### src/rtl/uart_pkg.sv
// Shared constants and slot word type for the UART receive path.
// Slot width follows UART_RX_FIFO_ERR_EN (adds a framing-error bit per byte).
package uart_pkg;

  localparam int unsigned UART_DATA_W    = 8;
  localparam int unsigned UART_OVR_CNT_W = 8;

`ifdef UART_RX_FIFO_ERR_EN
  localparam int unsigned UART_SLOT_W = UART_DATA_W + 1;
`else
  localparam int unsigned UART_SLOT_W = UART_DATA_W;
`endif

  typedef logic [UART_SLOT_W-1:0] uart_slot_t;

endpackage

### src/rtl/uart_fifo_mem.sv
// Register-array storage: one synchronous write port, one asynchronous read port.
module uart_fifo_mem #(
  parameter int unsigned Depth = 16,
  parameter int unsigned Width = 8,
  parameter int unsigned AddrW = 4
) (
  input  logic             clk,
  input  logic             we,
  input  logic [AddrW-1:0] waddr,
  input  logic [Width-1:0] wdata,
  input  logic [AddrW-1:0] raddr,
  output logic [Width-1:0] rdata
);

  logic [Width-1:0] mem [Depth];

  // Contents are intentionally not reset.
  always_ff @(posedge clk) begin
    if (we) begin
      mem[waddr] <= wdata;
    end
  end

  assign rdata = mem[raddr];

endmodule

### src/rtl/uart_rx_fifo.sv
// UART receive byte FIFO with show-ahead valid/ready read side and sticky overrun tracking.
// Define UART_RX_FIFO_ERR_EN to carry a framing-error bit with each byte (wr_err/rd_err/err_seen).
module uart_rx_fifo
  import uart_pkg::*;
#(
  parameter int unsigned DEPTH = 16,
  parameter int unsigned AW    = $clog2(DEPTH)
) (
  input  logic                      clk,
  input  logic                      rst,
  input  logic [UART_DATA_W-1:0]    wr_data,
  input  logic                      wr_stb,
  output logic [UART_DATA_W-1:0]    rd_data,
  output logic                      rd_valid,
  input  logic                      rd_ready,
  output logic [AW:0]               count,
  output logic                      full,
  output logic                      overrun,
  output logic [UART_OVR_CNT_W-1:0] ovr_cnt,
  input  logic                      ovr_clr
`ifdef UART_RX_FIFO_ERR_EN
  ,
  input  logic                      wr_err,
  output logic                      rd_err,
  output logic                      err_seen
`endif
);

  logic [AW:0]               wp_q, rp_q;
  logic                      overrun_q;
  logic [UART_OVR_CNT_W-1:0] ovr_cnt_q;
  logic                      empty;
  logic                      rd_fire;
  logic                      wr_acc;
  logic                      drop;
  uart_slot_t                wslot, rslot;

  assign empty    = (wp_q == rp_q);
  assign full     = (wp_q[AW-1:0] == rp_q[AW-1:0]) && (wp_q[AW] != rp_q[AW]);
  assign rd_valid = !empty;
  assign count    = wp_q - rp_q;
  assign rd_fire  = rd_valid && rd_ready;
  // A read in the same cycle frees the slot, so a strobe while full is still accepted.
  assign wr_acc   = wr_stb && (!full || rd_fire);
  assign drop     = wr_stb && full && !rd_fire;

  assign overrun  = overrun_q;
  assign ovr_cnt  = ovr_cnt_q;

`ifdef UART_RX_FIFO_ERR_EN
  logic err_seen_q;
  assign wslot    = {wr_err, wr_data};
  assign rd_err   = rslot[UART_DATA_W];
  assign err_seen = err_seen_q;

  always_ff @(posedge clk) begin
    if (rst) begin
      err_seen_q <= 1'b0;
    end else if (wr_acc && wr_err) begin
      err_seen_q <= 1'b1;
    end else if (ovr_clr) begin
      err_seen_q <= 1'b0;
    end
  end
`else
  assign wslot = wr_data;
`endif

  assign rd_data = rslot[UART_DATA_W-1:0];

  uart_fifo_mem #(
    .Depth (DEPTH),
    .Width (UART_SLOT_W),
    .AddrW (AW)
  ) u_mem (
    .clk   (clk),
    .we    (wr_acc && !rst),
    .waddr (wp_q[AW-1:0]),
    .wdata (wslot),
    .raddr (rp_q[AW-1:0]),
    .rdata (rslot)
  );

  always_ff @(posedge clk) begin
    if (rst) begin
      wp_q      <= '0;
      rp_q      <= '0;
      overrun_q <= 1'b0;
      ovr_cnt_q <= '0;
    end else begin
      if (wr_acc) begin
        wp_q <= wp_q + 1'b1;
      end
      if (rd_fire) begin
        rp_q <= rp_q + 1'b1;
      end
      // A drop in the same cycle as ovr_clr restarts the count at one.
      if (drop) begin
        overrun_q <= 1'b1;
        if (ovr_clr) begin
          ovr_cnt_q <= UART_OVR_CNT_W'(1);
        end else if (ovr_cnt_q != '1) begin
          ovr_cnt_q <= ovr_cnt_q + 1'b1;
        end
      end else if (ovr_clr) begin
        overrun_q <= 1'b0;
        ovr_cnt_q <= '0;
      end
    end
  end

endmodule

### config.mk
export PLATFORM = sky130hd
export DESIGN_NAME = uart_rx_fifo
export DESIGN_NICKNAME = d
export VERILOG_FILES = /design/src/rtl/uart_pkg.sv /design/src/rtl/uart_fifo_mem.sv /design/src/rtl/uart_rx_fifo.sv
export SDC_FILE = /design/constraint.sdc
export NUM_CORES = 1
export LEC_CHECK = 0
export ABC_AREA = 1
export BUFFER_PORTS_ARGS = -buffer_cell sky130_fd_sc_hd__buf_2
export CORE_UTILIZATION = 55
export CTS_BUF_LIST = sky130_fd_sc_hd__clkbuf_8
export DETAILED_ROUTE_END_ITERATION = 16
export GPL_TIMING_DRIVEN = 0
export PLACE_DENSITY_LB_ADDON = 0.12
export REMOVE_ABC_BUFFERS = 1
export SLEW_MARGIN = 15
export SYNTH_ARGS = -nofsm -noshare
export SYNTH_HDL_FRONTEND = slang
export SYNTH_SLANG_ARGS = --single-unit
### constraint.sdc
create_clock -name clk -period 3 [get_ports clk]
set_clock_uncertainty 0.2 [all_clocks]
set_input_delay 0.6 -clock clk [delete_from_list [all_inputs] [get_ports clk]]
set_output_delay 0.6 -clock clk [all_outputs]
set_load 0.05 [all_outputs]
# Word-level counts from Yosys, hierarchy flattened
# Memory sizes are Yosys's and may differ from the RTL's. A register that Yosys moved wholly into a read port is not among the register bits.
# Cells that the tools add are included.
[op_classes] n_reduce_logical=14 mux=10 eq_ne=4 n_addsub=4
[ops] operator="$mux W8" n=4
[ops] operator="$add A5 B1 Y5 const B" n=2
[ops] operator="$add A8 B1 Y8 const B" n=1
[ops] operator="$mux W4" n=2
[ops] operator="$ne A8 B8 Y1 const B" n=1
[ops] operator="$logic_and A1 B1 Y1" n=6
[ops] operator="$eq A5 B5 Y1" n=1
[ops] operator="$sub A5 B5 Y5" n=1
[ops] operator="$eq A4 B4 Y1" n=1
[ops] operator="$logic_not A1 Y1" n=4
[ops] operator="$mux W1" n=4
[ops] operator="$reduce_bool A2 Y1" n=2
[ops] operator="$reduce_and A2 Y1" n=1
[ops] operator="$logic_or A1 B1 Y1" n=1
[ops] operator="$ne A1 B1 Y1" n=1
[totals] elab_cells=37 mem_count=1 ff_bits=19 in_bits=13 mem_bits_rw=128 output_inout_bits=24
[mem_list] name="u_mem.mem" depth=16 word_bits=8 read_ports=1 rd_clocked_by_memory_dff=1 wr=1 line_no="uart_fifo_mem.sv:15" source="logic [Width-1:0] mem [Depth];"

# Longest topological paths before layout
[logic_depth] ltp_word=8 ltp_mapped=10 ltp_nobuf=10

# By module
# From an unflattened synthesis, not the netlist that was laid out.
[unflattened] cells_unflattened=708 area_unflattened_um2=6819.0
[modules_own_cells] mod="uart_fifo_mem" seq_area_each_um2=3843.7 n_inst=1 cells_per_inst=543 area_per_inst_um2=5606.6
[modules_own_cells] mod="uart_rx_fifo" seq_area_each_um2=380.4 n_inst=1 cells_per_inst=165 area_per_inst_um2=1212.4

# Worst setup path after synthesis
# No wires, ideal clock.
[synth_timing] path_kind="reg2out" from="reg wp_q[0]" to="out count[4]" slack_ns=0.181 stages_incl_launch_ff=6 n_path_buf=0 arrival_time_ns=2.019 t_required_ns=2.200 cell_sequence="dfxtp_1 inv_1 ha_1 fa_1 o21ai_0 xor2_1"
[synth_between] elab_chain_cells=1
[synth_rtl] element="from (decl)" line_no="uart_rx_fifo.sv:29" source="logic [AW:0] wp_q, rp_q;"
[synth_rtl] element="from (signal assigned)" line_no="uart_rx_fifo.sv:92" source="wp_q <= wp_q + 1'b1;"
[synth_rtl] element="$sub A5 B5 Y5" line_no="uart_rx_fifo.sv:41" source="assign count = wp_q - rp_q;"
[synth_rtl] element="to (decl)" line_no="uart_rx_fifo.sv:16" source="output logic [AW:0] count,"
# No other way between the ends.

# Worst setup path in the final report
# Same ends and word-level chain as after synthesis.

==> metrics.md <==
| Metric | Value |
|---|---|
| Core area | 11,400 um^2 |
| H-tree depth | 4 |
| Worst skew pair latency | around 0.43 ns |
| Max Cap Viol | 0 |
| Worst setup path category | reg2out |
| Final Util | 0.640 |
| Crit. End Element | output port |
| Final wirelength | 13.8 mm |
| Width of the chip | approximately 110 um |
| Initial DRC Count | 389 |
| Clock sink count | around 150 |
| Rows | 39 |
| Setup crit start | wp_q[0]$_SDFFE_PP0P_ |
| Total GRT Usage | 0.227 |
| Status | complete, no violations |
| R2r startpoint | wp_q[2]$_SDFFE_PP0P_ |
| Total Power | 4.92 mW |
| Die area | roughly 12,000 um^2 |
| CTS clk-pin slew, worst paths | 0.08 ns |
| Share of layout cells above drive strength 1 | 0.169 |
| Crit-path max FO | 5 |
| CP Depth | 6 |
| FF-to-FF path depth | 8 |
| Crit path DAT | ~2.1 ns |
| Fin crit share | 0.971 |
| CP Buf/Inv Count | 2 |
| Worst path slowest cell | fa_1 |
| Die Height | approximately 110 um |
| Area grow syn2layout | 13.1% |
| Number of global-route vias before repair | between 4k and 5k |
| Synthesized instance count | roughly 570 |
| Synth Area in Simple Gates | 0.142 |
| Count of final setup violators | 0 |
| DP HPWL | about 8.3 mm |
| RSZ-0062 raised after global routing | true |
| Global route total overflow | 0 |
| Hold Vio Cnt, Final | 0 |
| Post-DR vias/cell | ~5.7 |
| Fraction of synthesized cell area in xor and xnor cells | 0.00813 |
| Via count | between 4k and 5k |
| Remaining DRCs | 0 |
| Final worst setup slack | roughly 0.086 ns |
| Setup_tns | 0 ns |
| Avg Inst Size Synth | roughly 11 um^2 |
| Hold WC Path Type | in2reg |
| Slew @ Worst Pin | around 0.96 ns |
| Ant diodes | 0 |
| DP Worst Slack | -0.267 ns |
| Static leakage | ~2.6 nW |
| Filler cells | about 890 |
| Max frequency | approximately 340 MHz |
| CTS Hold Bufs | 0 |
| Yosys warns | 0 |
| Crit-path max cell delay | 0.40 ns |
| CP required | 2.20 ns |
| Global-route wire length before repair | ~21 mm |
| Hold Path Origin | ovr_clr |
| I/O Buffers | 36 |
| Main combinational cell family by area after synthesis | simple AND/OR/NAND/NOR gates |
| Drt wl/cell | approximately 18 um |
| R2R Setup Slk | ~0.11 ns |
| Critical Path Start Type | register |
| Routed Antenna Nets | 0 |
| CP cell instances | inv_1 -> ha_1 -> fa_1 -> o21ai_1 -> xor2_1 -> buf_4 |
| Drt pass-1 iters | 5 |
| CTS Buf Count | 17 |
| # IOs | 37 |
| Synth unique cells | 33 |
| Period minus WS final | ~3 ns |
| CP top delay family | adder cells |
| CTS tree | built |
| Initial core utilization | 0.566 |
| Peak VDD IR | roughly 0.47 mV |
| Complex-gate fraction of the synthesized area | 0.119 |
| Clk buf depth | 2 |
| Largest net degree at the start of global routing | 59 |
| Post-synthesis mux area share | 0 |
| Slew HR | 0.357 |
| Gpl congestion | 0.815 |
| Area of the mapped netlist | 6470 um^2 |
| Final Slew Violations | 0 |
| Clock tree root buffer cell | clkbuf_8 |
| Register area share after synthesis | 0.666 |
| Count of state elements after synthesis | 151 |
| Power Density | between 600 and 700 nW/um^2 |
| Nets | between 600 and 700 |
| Initial antenna violation count | 0 |
| CP endpoint | count[4] |
| Reg-to-reg endpoint | u_mem.mem[12][4]$_DFFE_PP_ |
| Post-synthesis adder-cell area fraction | 0.0224 |
==> cell usage after synthesis <==
library cell  number  area (um^2)
a21oi_1           24          120
a21oi_2            1         8.76
buf_2              9         45.0
buf_4              2         15.0
buf_6              2         22.5
clkbuf_1          13         48.8
clkinv_1           1         3.75
dfxtp_1           23          460
edfxtp_1         128         3840
fa_1               1         20.0
ha_1              10          125
inv_1             34          128
inv_2              3         11.3
nand2_1           50          188
nand2_2            3         18.8
nand2_4            3         33.8
nand3_1           20          100
nand3_2            1         10.0
nand3_4            1         17.5
nand4_1            4         25.0
nand4_4            2         42.5
nor2_1           103          387
nor2_2             2         12.5
nor2_4             2         22.5
nor2_8             1         20.0
nor3_1             7         35.0
o211ai_1          32          240
o21ai_0           75          375
o21ai_1            4         20.0
o21bai_1           1         7.51
or2_2              1         6.26
xnor2_1            1         8.76
xor2_1             5         43.8
==> how the worst min path moves through the flow <==
stage               cells past startpoint                       to
floorplan                               2     rp_q[4]$_SDFFE_PP0P_
detailed placement                      2     overrun$_SDFFE_PP0P_
global placement                        2     overrun$_SDFFE_PP0P_
global route                            4  ovr_cnt[1]$_SDFFE_PP0P_
CTS                                     4  ovr_cnt[1]$_SDFFE_PP0P_
finish                                  4  ovr_cnt[1]$_SDFFE_PP0P_
==> cells by family after synthesis <==
group                    count (synthesis)
flip-flops                             151
AND/OR/NAND/NOR                        200
adder cells (fa/ha/maj)                 11
XOR/XNOR                                 6
buffers and inverters                   64
AO/OA/AOI/OAI                          137
==> what timing repair did <==
| action | 4_1_cts | 5_1_grt |
|---|---|---|
| gates resized for setup | 10 | 10 |
| cloned | 0 | 1 |
| buffers inserted | 1 | 2 |
| endpoints found under the setup margin | 9 | 23 |
==> tightest hold or removal path: stages <==
cell and delay (ns):
buf_2 0.09, nor2_2 0.05, nand3_1 0.06, a21oi_1 0.06
==> per-stage QoR <==
step,hold WS [ns],cell area (um^2),cells
floorplan,0.251,6330,543
global placement,0.253,6690,722
detailed placement,0.271,6760,724
CTS,0.257,7230,757
global route,0.274,7310,760
finish,0.268,7310,760
==> cell usage in the layout (no fill, tap or decap), types with 4 or more instances in the layout <==
master,synthesis,routed
nor2_2,2,6
edfxtp_1,128,128
o21ai_0,75,74
clkbuf_8,0,19
nor2_1,103,99
inv_1,34,35
bufinv_16,0,4
clkinv_2,0,4
buf_2,9,34
nand2_1,50,50
nand3_1,20,20
buf_4,2,4
xor2_1,5,5
a21oi_1,24,24
ha_1,10,10
o211ai_1,32,32
dfxtp_1,23,20
o21ai_1,4,5
nor3_1,7,4
nand4_1,4,4
==> where the power goes <==
part	internal [mW]	total, mW	switching [mW]
clock	0.949	1.69	0.739
combinational	0.256	0.893	0.636
sequential	2.30	2.34	0.0390
total	3.50	4.92	1.41
==> routing by layer <==
| metal | up-vias | GRT usage | share of wire |
|---|---|---|---|
| met5 | - | 0 | 0 |
| met4 | 0 | 0.0844 | 0.019 |
| met3 | 19 | 0.0412 | 0.054 |
| met2 | 137 | 0.389 | 0.50 |
| met1 | 2093 | 0.289 | 0.43 |
| li1 | 2083 | - | - |
==> cell type report <==
class	instances	area, um^2	share of cell area
repair buffers	42	295	0.0404
clock buffers	19	262	0.0358
clock inverters	13	178	0.0243
inverters	38	170	0.0233
flip-flops and latches	151	4320	0.590
multi-input cells	354	1910	0.262
well taps	143	179	0.0245
==> state kept, by name (all words and copies together) (netlist names), named ones only <==
| signal | cells |
|---|---|
| ovr_cnt | 8 |
| rp_q | 5 |
| overrun | 1 |
| u_mem.mem | 128 |
| wp_q | 5 |
No activity file was read; power rests on OpenSTA's default activity.
